`config.mk`:
```
export PLATFORM = sky130hd
export DESIGN_NAME = arb_fifo_unpacker
export DESIGN_NICKNAME = d
export VERILOG_FILES = /design/src/rtl/arb_pkg.sv /design/src/rtl/arb_lane_sel.sv /design/src/rtl/arb_fifo_unpacker.sv
export SDC_FILE = /design/constraint.sdc
export NUM_CORES = 1
export LEC_CHECK = 0
export ABC_AREA = 1
export BUFFER_PORTS_ARGS = -buffer_cell sky130_fd_sc_hd__buf_2
export CORE_MARGIN = 2
export CORE_UTILIZATION = 35
export CTS_CLUSTER_DIAMETER = 120
export DETAILED_ROUTE_END_ITERATION = 6
export GPL_TIMING_DRIVEN = 0
export PLACE_DENSITY_LB_ADDON = 0.15
export SYNTH_ARGS = -nofsm -noshare
export SYNTH_HDL_FRONTEND = slang
export SYNTH_SLANG_ARGS = --single-unit
```
`constraint.sdc`:
```
create_clock -name clk -period 1.6 [get_ports clk]
set_input_delay 0.32 -clock clk [delete_from_list [all_inputs] [get_ports clk]]
set_output_delay 0.32 -clock clk [all_outputs]
set_load 0.02 [all_outputs]
```
`src/rtl/arb_pkg.sv`:
```
// Shared types for the arbiter FIFO read side: entry layout, mode encoding,
// unpacker FSM states and the lanes-per-mode helper.
package arb_pkg;

   localparam int unsigned ARB_DATA_W = 32;
   localparam int unsigned ARB_MASK_W = 8;
   localparam int unsigned ARB_FIFO_W = 43;

   typedef enum logic [1:0] {
      MODE_ILLEGAL = 2'b00,
      MODE_16      = 2'b01,
      MODE_8       = 2'b10,
      MODE_32      = 2'b11
   } arb_mode_t;

   typedef struct packed {
      logic                  src;
      arb_mode_t             mode;
      logic [ARB_MASK_W-1:0] proc_valid;
      logic [ARB_DATA_W-1:0] data;
   } arb_fifo_entry_t;

   typedef enum logic [1:0] {
      ST_IDLE,
      ST_FETCH,
      ST_EMIT
   } unpack_state_t;

   function automatic logic [2:0] lanes_of(input arb_mode_t mode);
      case (mode)
         MODE_8:  lanes_of = 3'd4;
         MODE_16: lanes_of = 3'd2;
         MODE_32: lanes_of = 3'd1;
         default: lanes_of = 3'd0;
      endcase
   endfunction

endpackage

```
`src/rtl/arb_lane_sel.sv`:
```
// Holding register for one popped FIFO entry plus the lane multiplexer that
// slices the held word into LSB-first lanes according to its mode.
module arb_lane_sel
   import arb_pkg::*;
(
   input  logic                  clk_i,
   input  logic                  rst_ni,
   input  logic                  load_i,
   input  logic [ARB_FIFO_W-1:0] entry_i,
   input  logic [1:0]            lane_i,
   output logic [ARB_DATA_W-1:0] data_o,
   output logic                  last_o,
   output logic [1:0]            mode_o,
   output logic [ARB_MASK_W-1:0] mask_o,
   output logic                  src_o
);

   arb_fifo_entry_t hold_q;
   logic [7:0]      byte_sel;
   logic [15:0]     half_sel;

   always_ff @(posedge clk_i) begin
      if (!rst_ni) begin
         hold_q <= '0;
      end else if (load_i) begin
         hold_q <= arb_fifo_entry_t'(entry_i);
      end
   end

   always_comb begin
      byte_sel = '0;
      case (lane_i)
         2'd0:    byte_sel = hold_q.data[7:0];
         2'd1:    byte_sel = hold_q.data[15:8];
         2'd2:    byte_sel = hold_q.data[23:16];
         default: byte_sel = hold_q.data[31:24];
      endcase
      half_sel = lane_i[0] ? hold_q.data[31:16] : hold_q.data[15:0];

      data_o = '0;
      case (hold_q.mode)
         MODE_8:  data_o = {24'd0, byte_sel};
         MODE_16: data_o = {16'd0, half_sel};
         MODE_32: data_o = hold_q.data;
         default: data_o = '0;
      endcase
   end

   // An illegal mode yields lanes-1 = 7, which a 2-bit lane index never reaches.
   assign last_o = ({1'b0, lane_i} == (lanes_of(hold_q.mode) - 3'd1));
   assign mode_o = hold_q.mode;
   assign mask_o = hold_q.proc_valid;
   assign src_o  = hold_q.src;

endmodule

```
`src/rtl/arb_fifo_unpacker.sv`:
```
// Pops arbiter FIFO entries and streams them out as lane-serial pixels, pulsing
// mstr0_cmplt per burst. Define ARB_UNPACK_PREFETCH_EN to pop on the last lane.
module arb_fifo_unpacker
   import arb_pkg::*;
#(
   parameter int unsigned DATA_W    = ARB_DATA_W,
   parameter int unsigned MASK_W    = ARB_MASK_W,
   parameter int unsigned BURST_LEN = 16,
   parameter int unsigned ERR_CNT_W = 8
) (
   input  logic                  clk,
   input  logic                  rst_n,
   input  logic                  fifo_empty,
   output logic                  fifo_rd_en,
   input  logic [ARB_FIFO_W-1:0] fifo_rd_data,
   output logic                  pix_valid,
   input  logic                  pix_ready,
   output logic [DATA_W-1:0]     pix_data,
   output logic [1:0]            pix_mode,
   output logic [MASK_W-1:0]     pix_mask,
   output logic                  pix_src,
   output logic                  pix_last,
   output logic                  mstr0_cmplt,
   output logic [ERR_CNT_W-1:0]  err_cnt
);

   localparam logic [15:0] BURST_LAST = 16'(BURST_LEN - 1);

   unpack_state_t        state_q, state_d;
   logic [1:0]           lane_q, lane_d;
   logic [15:0]          wcnt_q, wcnt_d;
   logic [ERR_CNT_W-1:0] err_q, err_d;
   logic                 cmplt_q, cmplt_d;
   logic                 rd_en;
   logic                 load;
   logic                 sel_last;
   arb_mode_t            rd_mode;

   assign rd_mode = arb_mode_t'(fifo_rd_data[ARB_FIFO_W-2 -: 2]);

   arb_lane_sel u_lane_sel (
      .clk_i   (clk),
      .rst_ni  (rst_n),
      .load_i  (load),
      .entry_i (fifo_rd_data),
      .lane_i  (lane_q),
      .data_o  (pix_data),
      .last_o  (sel_last),
      .mode_o  (pix_mode),
      .mask_o  (pix_mask),
      .src_o   (pix_src)
   );

   always_ff @(posedge clk) begin
      if (!rst_n) begin
         state_q <= ST_IDLE;
         lane_q  <= '0;
         wcnt_q  <= '0;
         err_q   <= '0;
         cmplt_q <= 1'b0;
      end else begin
         state_q <= state_d;
         lane_q  <= lane_d;
         wcnt_q  <= wcnt_d;
         err_q   <= err_d;
         cmplt_q <= cmplt_d;
      end
   end

   always_comb begin
      state_d = state_q;
      lane_d  = lane_q;
      wcnt_d  = wcnt_q;
      err_d   = err_q;
      cmplt_d = 1'b0;
      rd_en   = 1'b0;
      load    = 1'b0;
      case (state_q)
         ST_IDLE: begin
            if (!fifo_empty) begin
               rd_en   = 1'b1;
               state_d = ST_FETCH;
            end
         end
         ST_FETCH: begin
            load   = 1'b1;
            lane_d = '0;
            if (rd_mode == MODE_ILLEGAL) begin
               if (err_q != '1) begin
                  err_d = err_q + ERR_CNT_W'(1);
               end
               state_d = ST_IDLE;
            end else begin
               state_d = ST_EMIT;
            end
         end
         ST_EMIT: begin
            if (pix_ready) begin
               if (sel_last) begin
                  if (wcnt_q == BURST_LAST) begin
                     wcnt_d  = '0;
                     cmplt_d = 1'b1;
                  end else begin
                     wcnt_d = wcnt_q + 16'd1;
                  end
                  state_d = ST_IDLE;
`ifdef ARB_UNPACK_PREFETCH_EN
                  if (!fifo_empty) begin
                     rd_en   = 1'b1;
                     state_d = ST_FETCH;
                  end
`endif
               end else begin
                  lane_d = lane_q + 2'd1;
               end
            end
         end
         default: state_d = ST_IDLE;
      endcase
   end

   // Gated so the pop request is also low while reset is held.
   assign fifo_rd_en  = rd_en & rst_n;
   assign pix_valid   = (state_q == ST_EMIT);
   assign pix_last    = (state_q == ST_EMIT) & sel_last;
   assign mstr0_cmplt = cmplt_q;
   assign err_cnt     = err_q;

endmodule

```
# After elaboration in Yosys (flattened, before gate mapping)
# Cells that the tools add are included.
[totals]
output_inout_bits = 55
in_bits = 47
wordCells = 55
ff_bits = 72
[classes]
mux = 17
bitwise = 2
n_addsub = 4
reduce_logical = 9
n_eq_ne = 14
[op_table]
columns = ["op", "n"]
rows = [
  ["$pmux W32 S3", 1],
  ["$mux W16", 2],
  ["$pmux W8 S3", 1],
  ["$add A16 B1 Y16 const B", 1],
  ["$eq A16 B4 Y1 const B", 1],
  ["$mux W2", 6],
  ["$reduce_and A3 Y1", 4],
  ["$pmux W3 S3", 1],
  ["$add A8 B1 Y8 const B", 1],
  ["$eq A2 B2 Y1 const B", 4],
  ["$ne A8 B8 Y1 const B", 1],
  ["$eq A2 B1 Y1 const B", 3],
  ["$logic_not A2 Y1", 3],
  ["$pmux W2 S3", 1],
  ["$mux W1", 4],
  ["$ne A2 B1 Y1 const B", 2],
  ["$ne A2 B2 Y1 const B", 2],
  ["$pmux W2 S2", 1],
  ["$reduce_and A4 Y1", 1],
  ["$eq A2 B3 Y1", 1],
  ["$sub A3 B1 Y3 const B", 1],
  ["$add A2 B1 Y2 const B", 1],
  ["$and A1 B1 Y1", 2],
  ["$reduce_bool A2 Y1", 1],
]

# Longest topological paths before layout
[logic_depth]
ltp_word = 7
ltp_mapped = 9
depth_no_buf = 9

# By module
# From an unflattened synthesis, not the netlist that was laid out.
[unflattened]
cells_unflattened = 560
area_unflattened_um2 = 3763.6
[by_module_without_submodules]
columns = ["module", "instances", "seq_area_each_um2", "cells_per_inst", "area_per_inst_um2"]
rows = [
  ["arb_lane_sel", 1, 860.8, 340, 2188.3],
  ["arb_fifo_unpacker", 1, 580.6, 220, 1575.3],
]

# Worst setup path before layout
# OpenSTA, ideal clock, no wires.
[synth_path]
kind = "reg-to-output"
startpoint = "register lane_q[0]"
endpoint = "output port pix_data[3]"
path_stages_with_launch = 5
required_ns = 1.280
setup_slack_ns = -0.108
n_path_buf = 1
arrival_time_ns = 1.388
path_cell_list = "dfxtp_1 -> inv_1 -> o21ai_1 -> clkbuf_1 -> o221ai_1"
[synth_between]
elab_chain_len = 3
elab_cells_between_ends = 6
classes_between = "2 x eq/ne; 3 x mux; 1 x reduce/logical"
[synth_rtl]
columns = ["item", "line", "rtl"]
rows = [
  ["start, declared", "arb_fifo_unpacker.sv:30", "logic [1:0] lane_q, lane_d;"],
  ["start signal, assigned", "arb_fifo_unpacker.sv:63", "lane_q <= lane_d;"],
  ["$eq A2 B2 Y1 (tied with other cells)", "arb_lane_sel.sv:32", "case (lane_i)"],
  ["$pmux W8 S3", "arb_lane_sel.sv:32", ""],
  ["$pmux W32 S3 (*)", "arb_lane_sel.sv:41", "case (hold_q.mode)"],
  ["end, declared", "arb_fifo_unpacker.sv:18", "output logic [DATA_W-1:0] pix_data,"],
]
# Mark *: on every way between the ends. The rest lies on a longest branch, timed or not.

# Worst setup path in the final report
# Same ends and word-level chain as after synthesis.

==> flow_summary.yaml <==
sta:
  finalMaxSlewViolations: 0
  skew_ns: 0.005443
  hold_ws_ns: 0.1345
  min_period_ns: 1.998
  max-slew-margin-rel: 0.6276
  tightest_slew_ns: 0.5586
  setup_slack_ns: -0.3977
  setup_viol_count_final: 33
  setup_tns_ns: -8.002
  rsz0062_at_grt: "true"
  period_share: 1.249
  fmax_mhz: 500.6
  finalHoldViolCount: 0
finish:
  diodes: 0
  syn2layout_area_growth_pct: 48.04
  drive_above_1_share: 0.3323
  fin_nets: 716
  finish.utilization: 0.5290
  finalNonFillerCells: 804
  design_area_um2: 5436
synthesis:
  synthFlopType: "dfxtp_1"
  netlist_top_cells_area: "dfxtp_1 39%, o21ai_0 8.9%, a21oi_1 8.7%, nand2_1 8.3%, nor2_1 6.7%"
  synth_mux_area_frac: 0
  ys_seq_elements: 72
  synth_compound_gate_area_share: 0.2262
  synth_top_family_by_area: "simple AND/OR/NAND/NOR gates"
  synth_xor_area_frac: 0.02385
  yosys.area_share.adder: 0.02044
  syn_inst: 532
  synth_area_leader_cell: "dfxtp_1"
  syn_nets: 585
  ys_types: 27
  yosysWarnings: 0
  synthArstFlopShare: 0
  netlist_top_cells_count: "81 x nand2_1, 72 x dfxtp_1, 66 x nor2_1"
  yosysSeqAreaShare: 0.3925
  syn-cell-area_um2: 3672
  synth_edf_count: 0
  synth-simple-area-share: 0.2266
  synth_top_area_share: 0.3925
  syn_avg_cell_area_um2: 6.903
  synth.most_common_cell: "nand2_1"
clock_network:
  cts_buffers: 9
  root_buffer: "clkbuf_8"
  clk_latency_ns: 0.36
  cts_tree: "built"
  cts_sinks: 72
  path_clk_slew_ns: 0.07
  cts_htree_levels: 3
  clockBufferDepth: 2
pwr:
  fin_total_pwr_mw: 4.086
  leakagePower_nw: 2.160
  p_per_area_nw_per_um2: 751.6
  peakVddDrop_uv: 428.8
floorplan:
  core_um2: 10280
  die_h_um: 106.4
  io-pin-count: 102
  rows: 37
  start_util: 0.3573
  die_x_um: 106.4
  dieArea_um2: 11330
detailed_routing:
  num_vias: 3998
  ant_nets: 0
  wl_per_cell_um: 14.51
  finalWirelength_um: 11670
  routed_via_density: 4.973
  first_pass_iters: 4
  drc_errors: 0
  drtIter0Drc: 184
grt:
  first_global_vias: 3857
  grt_usage: 0.2058
  grt_pass1_wl_um: 18350
  gr-total-overflow: 0
  antenna_found_initial: 0
  grt_max_degree: 12
min_path:
  hold_path_class: "primary input to flop"
worst_setup_path:
  crit_arrival_ns: 1.68
  crit_fanout: 6
  end_kind: "output port"
  cp.required_ns: 1.28
  critical_path_class: "flop to output port"
  startpoint_type: "flop"
placed_design:
  dpl.hpwl_um: 8048
  gp_congestion: 0.8930
  dp_cells: 769
  place_area_um2: 4368
  preCtsSetupSlack_ns: -0.4524
  io_buffers: 101
status:
  violations: "setup timing"
  status: "complete, but fails checks"
job:
  max-cap-violations: 0
area by class of cell:
type / instances / area, um^2
Buffer: 33 / 231.5
Timing Repair Buffer: 122 / 903.4
Tap cell: 136 / 170.2
Clock inverter: 3 / 40.04
Fill cell: 1015 / 4841
Multi-Input combinational cell: 366 / 2238
Inverter: 59 / 239.0
Sequential cell: 72 / 1455
Clock buffer: 13 / 158.9
worst max-delay path, stage by stage, from the launching register on:
cell,delay (ns)
dfxtp_4,0.38
ha_4,0.19
buf_8,0.13
o21bai_1,0.16
o21ai_1,0.16
o221ai_2,0.12
buf_4,0.17
sequential cells by signal, summed over array words and instances, names as in the netlist:
| signal | flops |
|---|---|
| u_lane_sel.hold_q | 32 |
| u_lane_sel.src_o | 1 |
| err_cnt | 8 |
| lane_q | 2 |
| wcnt_q | 16 |
| mstr0_cmplt | 1 |
| state_q | 2 |
| u_lane_sel.mask_o | 8 |
| u_lane_sel.mode_o | 2 |
placed cells by master, fill, tap and decap left out, drive strengths merged:
cell type	n
o22ai	8
buf	135
nor2	67
nand3	28
o21ai	66
o221ai	8
xor2	6
o21bai	8
clkinv	3
nand4	7
nand2	86
inv	58
nor4	2
a21oi	64
nand3b	2
bufinv	1
ha	6
xnor2	4
clkbuf	33
nor3	4
dfxtp	72
power by group:
| part | switching (mW) | internal [mW] | leakage (nW) |
|---|---|---|---|
| registers | 0.0434 | 1.88 | 0.590 |
| clock network | 0.690 | 0.802 | 0.103 |
| logic | 0.426 | 0.245 | 1.47 |
| total | 1.16 | 2.93 | 2.16 |
cell families (layout without fill, tap and decap cells):
family / after synthesis / after routing
flops: 72 / 72
xor+xnor: 10 / 10
buf+inv: 94 / 230
compound gates: 154 / 154
simple gates: 196 / 196
fa+ha+maj: 6 / 6
final timing paths:
path                                startpoint                       to  slack [ns]  cells past startpoint
max                     lane_q[0]$_SDFFE_PN0P_              pix_data[3]       -0.40                      6
min                                 fifo_empty  state_q[0]$_SDFFE_PN0P_        0.13                      2
max reg2reg  u_lane_sel.mode_o[1]$_SDFFE_PN0P_   wcnt_q[0]$_SDFFE_PN0P_        0.11                      9
min reg2reg            state_q[1]$_SDFFE_PN0P_  state_q[0]$_SDFFE_PN0P_        0.45                      1
metal layers:
| layer | track usage | part of all wire | vias up | wire, um |
|---|---|---|---|---|
| li1 | - | - | 2018 | - |
| met1 | 0.2429 | 0.43 | 1850 | 4966 |
| met2 | 0.3622 | 0.50 | 109 | 5817 |
| met3 | 0.03740 | 0.053 | 21 | 621 |
| met4 | 0.09276 | 0.022 | 0 | 261 |
| met5 | 0 | 0 | - | 0 |
repair_timing:
item	4_1_cts	5_1_grt
pin swaps	10	15
endpoints found under the hold margin	0	0
gates cloned	3	1
buffers inserted	14	5
setup endpoints to repair	70	70
gates resized for setup	169	39
hold buffers	0	0
No activity file was read; power rests on OpenSTA's default activity.
